[config.mk]
export PLATFORM = sky130hd
export DESIGN_NAME = uart_tx_fifo_param
export DESIGN_NICKNAME = d
export VERILOG_FILES = /design/src/rtl/uart_pkg.sv /design/src/rtl/uart_sync_fifo.sv /design/src/rtl/uart_tx_fifo_param.sv
export SDC_FILE = /design/constraint.sdc
export NUM_CORES = 1
export LEC_CHECK = 0
export BUFFER_PORTS_ARGS = -buffer_cell sky130_fd_sc_hd__clkbuf_2
export CAP_MARGIN = 10
export CORE_ASPECT_RATIO = 0.8
export CORE_MARGIN = 2
export CORE_UTILIZATION = 30
export CTS_BUF_LIST = sky130_fd_sc_hd__clkbuf_16
export DETAILED_ROUTE_END_ITERATION = 10
export GPL_ROUTABILITY_DRIVEN = 0
export HOLD_SLACK_MARGIN = 0.1
export MAX_ROUTING_LAYER = met4
export PLACE_DENSITY_LB_ADDON = 0.1
export SYNTH_ARGS = -nofsm -noshare
export SYNTH_HDL_FRONTEND = slang
export SYNTH_SLANG_ARGS = --single-unit
[constraint.sdc]
create_clock -name clk_50m -period 2.6 [get_ports clk_50m]
set_input_delay 0.78 -clock clk_50m [delete_from_list [all_inputs] [get_ports clk_50m]]
set_output_delay 0.78 -clock clk_50m [all_outputs]
set_load 0.05 [all_outputs]
[src/rtl/uart_pkg.sv]
// Shared definitions for the UART transmitter: FSM encoding and parity modes.
// Latency: n/a (types and constants only).
// Backpressure: n/a.
package uart_pkg;

  typedef enum logic [2:0] {
    ST_IDLE   = 3'd0,
    ST_START  = 3'd1,
    ST_DATA   = 3'd2,
    ST_PARITY = 3'd3,
    ST_STOP   = 3'd4
  } state_t;

  localparam int PAR_NONE = 0;
  localparam int PAR_ODD  = 1;
  localparam int PAR_EVEN = 2;

endpackage

[src/rtl/uart_sync_fifo.sv]
// Single-clock FIFO with registered full flag and occupancy count.
// Latency: a push is visible at the head (empty=0) on the cycle after the write.
// Backpressure: pushes while full are ignored; pops while empty are ignored.
module uart_sync_fifo #(
  parameter int WIDTH = 8,
  parameter int DEPTH = 4,
  localparam int AW   = $clog2(DEPTH)
) (
  input  logic             clk,
  input  logic             rst_n,
  input  logic             push,
  input  logic             pop,
  input  logic [WIDTH-1:0] wdata,
  output logic [WIDTH-1:0] rdata,
  output logic             full,
  output logic             empty,
  output logic [AW:0]      count
);

  logic [WIDTH-1:0] mem [DEPTH];
  logic [AW-1:0]    wr_ptr;
  logic [AW-1:0]    rd_ptr;
  logic [AW:0]      count_nxt;
  logic             push_ok;
  logic             pop_ok;

  assign push_ok = push && !full;
  assign pop_ok  = pop && !empty;
  assign empty   = (count == '0);
  assign rdata   = mem[rd_ptr];

  // Occupancy after this cycle's accepted push/pop; simultaneous ones cancel.
  always_comb begin
    count_nxt = count;
    case ({push_ok, pop_ok})
      2'b10:   count_nxt = count + 1'b1;
      2'b01:   count_nxt = count - 1'b1;
      default: count_nxt = count;
    endcase
  end

  // Pointers wrap naturally at the power-of-two depth; full is registered.
  always_ff @(posedge clk or negedge rst_n) begin
    if (!rst_n) begin
      wr_ptr <= '0;
      rd_ptr <= '0;
      count  <= '0;
      full   <= 1'b0;
    end else begin
      if (push_ok) wr_ptr <= wr_ptr + 1'b1;
      if (pop_ok)  rd_ptr <= rd_ptr + 1'b1;
      count <= count_nxt;
      full  <= (count_nxt == (AW+1)'(DEPTH));
    end
  end

  // Storage array needs no reset; only the pointers define validity.
  always_ff @(posedge clk) begin
    if (push_ok) mem[wr_ptr] <= wdata;
  end

endmodule

[src/rtl/uart_tx_fifo_param.sv]
// Buffered UART transmitter: FIFO of words serialised LSB-first with optional parity.
// Latency: write at N pops at N+1, start bit on the first baud strobe at or after N+2.
// Backpressure: writes while full are dropped and flagged by a one-cycle overflow pulse.
module uart_tx_fifo_param
  import uart_pkg::*;
#(
  parameter int DATA_BITS  = 8,
  parameter int PARITY     = 0,
  parameter int STOP_BITS  = 1,
  parameter int FIFO_DEPTH = 4
) (
  input  logic                 clk_50m,
  input  logic                 rst_n,
  input  logic [DATA_BITS-1:0] din,
  input  logic                 wr_en,
  input  logic                 clken,
  output logic                 tx,
  output logic                 tx_busy,
  output logic                 full,
  output logic                 overflow
);

  localparam int CW = $clog2(FIFO_DEPTH);

  state_t               state, state_nxt;
  logic [DATA_BITS-1:0] shreg, shreg_nxt;
  logic [3:0]           bitpos, bitpos_nxt;
  logic                 stop_cnt, stop_cnt_nxt;
  logic                 par_q, par_nxt;
  logic                 tx_q, tx_nxt;
  logic                 pop;
  logic [DATA_BITS-1:0] fifo_dat;
  logic                 fifo_full;
  logic                 fifo_empty;
  logic [CW:0]          fifo_count;

  uart_sync_fifo #(
    .WIDTH (DATA_BITS),
    .DEPTH (FIFO_DEPTH)
  ) u_fifo (
    .clk   (clk_50m),
    .rst_n (rst_n),
    .push  (wr_en),
    .pop   (pop),
    .wdata (din),
    .rdata (fifo_dat),
    .full  (fifo_full),
    .empty (fifo_empty),
    .count (fifo_count)
  );

  assign tx      = tx_q;
  assign full    = fifo_full;
  assign tx_busy = (state != ST_IDLE) || (fifo_count != '0);

  // Serialiser next-state: every state but IDLE advances only on the baud strobe.
  always_comb begin
    state_nxt    = state;
    shreg_nxt    = shreg;
    bitpos_nxt   = bitpos;
    stop_cnt_nxt = stop_cnt;
    par_nxt      = par_q;
    tx_nxt       = tx_q;
    pop          = 1'b0;
    case (state)
      ST_IDLE: begin
        tx_nxt = 1'b1;
        if (!fifo_empty) begin
          pop          = 1'b1;
          shreg_nxt    = fifo_dat;
          par_nxt      = (PARITY == PAR_ODD) ? ~^fifo_dat : ^fifo_dat;
          bitpos_nxt   = '0;
          stop_cnt_nxt = 1'b0;
          state_nxt    = ST_START;
        end
      end
      ST_START: begin
        if (clken) begin
          tx_nxt    = 1'b0;
          state_nxt = ST_DATA;
        end
      end
      ST_DATA: begin
        if (clken) begin
          // Shift out LSB-first; parity was captured whole at pop time.
          tx_nxt    = shreg[0];
          shreg_nxt = shreg >> 1;
          if (bitpos == 4'(DATA_BITS - 1)) begin
            state_nxt = (PARITY != PAR_NONE) ? ST_PARITY : ST_STOP;
          end else begin
            bitpos_nxt = bitpos + 4'd1;
          end
        end
      end
      ST_PARITY: begin
        if (clken) begin
          tx_nxt    = par_q;
          state_nxt = ST_STOP;
        end
      end
      ST_STOP: begin
        if (clken) begin
          tx_nxt = 1'b1;
          if (stop_cnt == 1'(STOP_BITS - 1)) begin
            state_nxt = ST_IDLE;
          end else begin
            stop_cnt_nxt = stop_cnt + 1'b1;
          end
        end
      end
      default: begin
        tx_nxt    = 1'b1;
        state_nxt = ST_IDLE;
      end
    endcase
  end

  // Serialiser state register; reset forces the line idle at once.
  always_ff @(posedge clk_50m or negedge rst_n) begin
    if (!rst_n) begin
      state    <= ST_IDLE;
      shreg    <= '0;
      bitpos   <= '0;
      stop_cnt <= 1'b0;
      par_q    <= 1'b0;
      tx_q     <= 1'b1;
    end else begin
      state    <= state_nxt;
      shreg    <= shreg_nxt;
      bitpos   <= bitpos_nxt;
      stop_cnt <= stop_cnt_nxt;
      par_q    <= par_nxt;
      tx_q     <= tx_nxt;
    end
  end

  // A write attempted against the registered full flag is a dropped word.
  always_ff @(posedge clk_50m or negedge rst_n) begin
    if (!rst_n) overflow <= 1'b0;
    else        overflow <= wr_en && fifo_full;
  end

endmodule

==> results of run 1 <==
worst min-delay path by stage:
stage	start	endpoint	slack, ns
after detailed placement	u_fifo.count[2]	u_fifo.count[2]	0.48
after global routing	rst_n	shreg[2]	0.54
after CTS	u_fifo.count[2]	u_fifo.count[2]	0.49
after global placement	u_fifo.count[2]	u_fifo.count[2]	0.47
after floorplan	u_fifo.count[2]	u_fifo.count[2]	0.44
final	rst_n	u_fifo.rd_ptr[1]	0.49
area by class of cell:
type / instances / share of cell area
clock inverter: 7 / 0.0337
timing repair buffer: 18 / 0.0325
inverter: 8 / 0.0100
tap: 108 / 0.0450
sequential: 58 / 0.537
clock buffer: 9 / 0.0750
multi-input combinational: 105 / 0.267
timing repair:
item                                    CTS  global route
gates resized for setup                   0             1
endpoints found under the hold margin     0             0
endpoints found under the setup margin    0             1
synthesized netlist by cell type (all sizes together):
cell type and number:
a21oi 3, a32oi 1, nor2b 2, dfstp 1, mux2i 1, ha 6, nor2 19, nor3b 1
and2 7, nand3 2, dfrtp 25, edfxtp 32, mux4 8, fa 1, nand2b 4, or3 2
nand3b 2, nand2 12, o32a 1, inv 8, buf 1, a31oi 1, o21ai 8, o22ai 8
xor2 2, nor3 2, clkbuf 4, xnor2 12
metal layers:
metal,global-route usage,up-vias
met5,-,-
met4,0.0526,0
met1,0.145,691
met2,0.164,22
li1,-,678
met3,0.0469,4
flip-flops by register name, summed over array words and instances, names as in the netlist:
name and cells:
u_fifo.mem 32, par_q 1, u_fifo.count 3, u_fifo.wr_ptr 2
state 3, overflow 1, tx 1, bitpos 4
u_fifo.full 1, shreg 8, u_fifo.rd_ptr 2
power breakdown:
part           leakage (nW)  internal (W)  total (W)  switching [W]
combinational         0.397      0.000620    0.00138       0.000760
clock                 0.153      0.000845    0.00126       0.000415
sequential            0.608       0.00126    0.00142       0.000166
total                  1.16       0.00272    0.00406        0.00134
cells by family (layout without fill, tap and decap cells):
logic type      Yosys count  count (layout)  synth area share
xor+xnor                 14              14            0.0495
fa+ha+maj                 7               7            0.0384
simple gates             53              53             0.104
compound gates           22              22            0.0526
flops                    58              58             0.652
buf+inv                  13              42            0.0268
mux                       9               9            0.0768
through the flow:
| step | cell area (um2) | hold WS (ns) | util |
|---|---|---|---|
| floorplan | 2470 | 0.444 | - |
| global placement | 2670 | 0.468 | 0.335 |
| detailed placement | 2670 | 0.484 | 0.335 |
| CTS | 3000 | 0.491 | 0.376 |
| global route | 3000 | 0.538 | 0.376 |
| finish | 3000 | 0.487 | 0.376 |
==> metrics, run 1 <==
Synth area leaders=edfxtp_1, dfrtp_1, mux4_2; CP max stage delay=0.43 ns; met3 WL=roughly 180 um; Syn Inst Count=176; DR iter-0 viols=63; pin count of the biggest net entering global routing=27; reg2reg path depth=10; outcome=completed; Nets=219; CTS Buf Count=9; worst path required time=1.82 ns; register bit total from synthesis=58; clock sink count=58; clock root buffer=clkbuf_16; core area=0.00798 mm2; DR pass1 iterations=4; worst-skew pair later-pin latency=between 0.3 and 0.4 ns; vias in the first global route=roughly 1500; Power Dens Cells=1350 mW/mm2; commonest non-fill, non-tap cells in the layout=edfxtp_1, dfrtp_1, nor2_1; Pins Over Slew Limit=0; ANT cells=0; commonest non-fill, non-tap cell in the layout=edfxtp_1; DP Worst Slack=0.177 ns; H-tree depth=3; final worst-path cycle share=0.907; Worst R2R Start=state[0]; vias per cell=about 4.5; CP Depth=3; CP Launch Type=flop; final worst slack=0.242 ns; worst hold path class=input pin to asynchronous set/reset pin; max cap viols=0; CP Data Arrival Time=1.58 ns; remaining antenna violation count=0; DRC Markers=0; register area=0.00161 mm2; port bufs=15; synthesized cell area=around 0.0025 mm2; reg2reg end=u_fifo.full; Initial Utilization=0.310; Clock Path Buffers=2; crit path cell chain=or3_1 > nand2b_1 > clkbuf_2; area of the multi-input gates=between 800 and 900 um2; Fin Setup TNS=0 ns; die width=106 um; Buf/Inv on CP=1; cts hold-fix bufs=0; first-pass GRT wire length=7490 um; total chip power=0.00406 W; CP Class=flop to output pin; VDD IR-drop max=approximately 360 uV; via count=1395; Worst Setup EP=tx_busy; routed len/inst=around 14 um; CP startpoint=u_fifo.count[0]; Worst Path Max Fanout=3; layout cells sized above 1=0.220; Synth cell types=30; Worst-Margin Slew=0.678 ns; fmax=424 MHz; leading area contributor after synthesis=edfxtp_1; GR Overflow Total=0; Routed WL=~4400 um; Global Route Usage Sum=0.116; CP max-delay cell=or3_1; Final HPWL DP=3070 um; initial antenna violation count=0; unrepaired setup endpoints after global routing=false; leakage=around 1.2 nW; top sig layer=met4; Final Hold Fails=0; post-synth top area share=0.388; routed length on met2=2030 um; die height=85.2 um; row cnt=29; slew margin rel.=0.548; Synth Area per Inst=14.1 um2; Final Setup Violations=0; Layout area overhead=21.3%; syn nets=around 200; CTS tree=done; Layout Cells excl Fill=313; clock-pin slew on the worst setup and hold paths=0.05 ns; full die area=between 0.008 and 0.009 mm2; Synth warnings=0; Worst Setup End Kind=output pin; crit-path leading delay family=simple AND/OR/NAND/NOR gates; I/O Pins=16; Setup Fix Bufs, Post-CTS=0; Filler cells=769; placed instance count=just under 300; Seq/Total Area, Yosys=0.652; flop2flop setup slack=0.27 ns; metal1 wirelength=2110 um; Worst Skew=0.00718 ns; min Tclk post-route=2.36 ns
No activity file was read; power rests on OpenSTA's default activity.
==> run 2: changes to the inputs <==
--- a/config.mk
+++ b/config.mk
@@ -9,8 +9,9 @@
 export CAP_MARGIN = 10
 export CORE_ASPECT_RATIO = 0.8
 export CORE_MARGIN = 2
-export CORE_UTILIZATION = 30
+export CORE_UTILIZATION = 58
 export CTS_BUF_LIST = sky130_fd_sc_hd__clkbuf_16
+export CTS_CLUSTER_DIAMETER = 200
 export DETAILED_ROUTE_END_ITERATION = 10
 export GPL_ROUTABILITY_DRIVEN = 0
 export HOLD_SLACK_MARGIN = 0.1
==> metrics, run 2 (synthesized netlist as in run 1, its figures left out) <==
Routed WL=4330 um (was 4360 um); vias per cell=5.55 (was 4.46); worst hold path class=input pin to asynchronous set/reset pin (unchanged); DRC Markers=0 (unchanged); Layout area overhead=18.4% (was 21.3%); Clock Path Buffers=2 (unchanged); outcome=completed (unchanged); max cap viols=0 (unchanged); DR pass1 iterations=4 (unchanged); Final Hold Fails=0 (unchanged); gr busiest metal=met2 (unchanged); Largest regs=u_fifo.mem x32, shreg x8, bitpos x4 (unchanged); slew margin rel.=0.571 (was 0.548); GR Util met2=0.329 (was 0.164); ANT cells=0 (unchanged); unrepaired setup endpoints after global routing=false (unchanged); die height=62.4 um (was 85.2 um); DR iter-0 viols=58 (was 63); post-layout util=0.706 (was 0.376); CP Launch Type=flop (unchanged); Power Dens Cells=1380 mW/mm2 (was 1350 mW/mm2); Finished Cell Area=0.00293 mm2 (was 0.00300 mm2); final worst-path cycle share=0.920 (was 0.907); CTS Buf Count=9 (unchanged); layout cells sized above 1=0.211 (was 0.220); CP startpoint=state[0] (was u_fifo.count[0]); die width=77.0 um (was 106 um); Worst Skew=0.00796 ns (was 0.00718 ns); max FFs per register=32 (unchanged); H-tree depth=3 (unchanged); VDD IR-drop max=832 uV (was 365 uV); CP Data Arrival Time=2.66 ns (was 1.58 ns); via count=1449 (was 1395); Nets=218 (was 219); initial antenna violation count=0 (unchanged); pin count of the biggest net entering global routing=27 (unchanged); Final HPWL DP=2870 um (was 3070 um); row cnt=21 (was 29); remaining antenna violation count=0 (unchanged); I/O Pins=16 (unchanged); tightest hold margin=0.472 ns (was 0.487 ns); reg2reg end=u_fifo.full (unchanged); total chip power=0.00404 W (was 0.00406 W); Worst Setup End Kind=flop (was output pin); Worst Path Max Fanout=6 (was 3); core area=0.00415 mm2 (was 0.00798 mm2); vias in the first global route=1537 (was 1495); port bufs=15 (unchanged); Initial Utilization=0.596 (was 0.310); Fin Setup TNS=0 ns (unchanged); min Tclk post-route=2.39 ns (was 2.36 ns); Biggest register=u_fifo.mem (unchanged); commonest non-fill, non-tap cell in the layout=edfxtp_1 (unchanged); GR Overflow Total=0 (unchanged); clock root buffer=clkbuf_16 (unchanged); routed len/inst=16.6 um (was 13.9 um); leakage=1.15 nW (was 1.16 nW); flop2flop setup slack=0.21 ns (was 0.27 ns); full die area=0.00481 mm2 (was 0.00900 mm2); GR Util met1=0.258 (was 0.145); first-pass GRT wire length=7440 um (was 7490 um); CP Class=flop to flop (was flop to output pin); fmax=418 MHz (was 424 MHz); worst-skew pair later-pin latency=0.32 ns (about the same); clock-pin slew on the worst setup and hold paths=0.05 ns (about the same); met3 Use GR=0.0853 (was 0.0469); Worst R2R Start=state[0] (unchanged); Final Setup Violations=0 (unchanged); Global Route Usage Sum=0.218 (was 0.116); commonest non-fill, non-tap cells in the layout=edfxtp_1, dfrtp_1, nor2_1 (unchanged); worst path required time=2.86 ns (was 1.82 ns); Worst-Margin Slew=0.644 ns (was 0.678 ns); reg2reg path depth=10 (unchanged); Placed Area=0.00260 mm2 (was 0.00267 mm2); Pins Over Slew Limit=0 (unchanged); CTS tree=done (unchanged); clock sink count=58 (unchanged)
[run 2: cell count changes in the layout (fill, tap and decap cells not counted)]
cell	delta
inv_6	-2
buf_4	-1
clkinv_1	+1
clkinv_2	+1
clkinv_4	+1
clkinvlp_4	-1
nor3_2	-1
nor3_4	+1
[run 2: critical path, cell delays in order (launching register included)]
cell and delay [ns]:
dfrtp_1 0.47, nor3_4 0.26, nand2_1 0.11, inv_1 0.15, ha_1 0.21, inv_1 0.07, fa_1 0.39, xor2_1 0.15
nor2_1 0.13, xor2_1 0.23, and2_1 0.16
[run 2: power breakdown]
part	switching, W	internal (W)	leakage, nW
clock	0.000398	0.000835	0.153
combinational	0.000718	0.000610	0.394
sequential	0.000226	0.00126	0.608
[run 2: final cells by class]
cell class                 instances  area (um2)
clock inverter                     7        93.8
fill                             310        1220
timing repair buffer              17        90.1
sequential                        58        1610
clock buffer                       9         225
tap                               57        71.3
inverter                           8        30.0
multi-input combinational        105         807
[run 2: timing repair]
action / CTS / global route
setup buffers: 0 / 0
gates resized for setup: 0 / 2
endpoints found under the hold margin: 0 / 0
setup endpoints to repair: 0 / 2
hold buffers: 0 / 0
[run 2: per-stage QoR]
| step | std cells | setup slack, ns |
|---|---|---|
| 2_1_floorplan | 176 | 0.308 |
| 3_3_place_gp | 245 | 0.348 |
| 5_1_grt | 261 | 0.00502 |
| 3_5_place_dp | 245 | 0.141 |
| 6_report | 261 | 0.208 |
| 4_1_cts | 261 | 0.104 |
[run 2: metal layers]
layer / vias up / wire length, um
li1: 679 / -
met4: 0 / 93
met3: 10 / 206
met2: 45 / 2100
met5: - / 0
met1: 715 / 1930
[run 2: worst max-delay path by stage]
stage,endpoint,slack [ns],cells past startpoint
detailed placement,u_fifo.full,0.14,10
finish,u_fifo.full,0.21,10
CTS,u_fifo.full,0.10,10
global placement,u_fifo.full,0.35,10
floorplan,u_fifo.full,0.31,10
global route,u_fifo.full,0.005,10
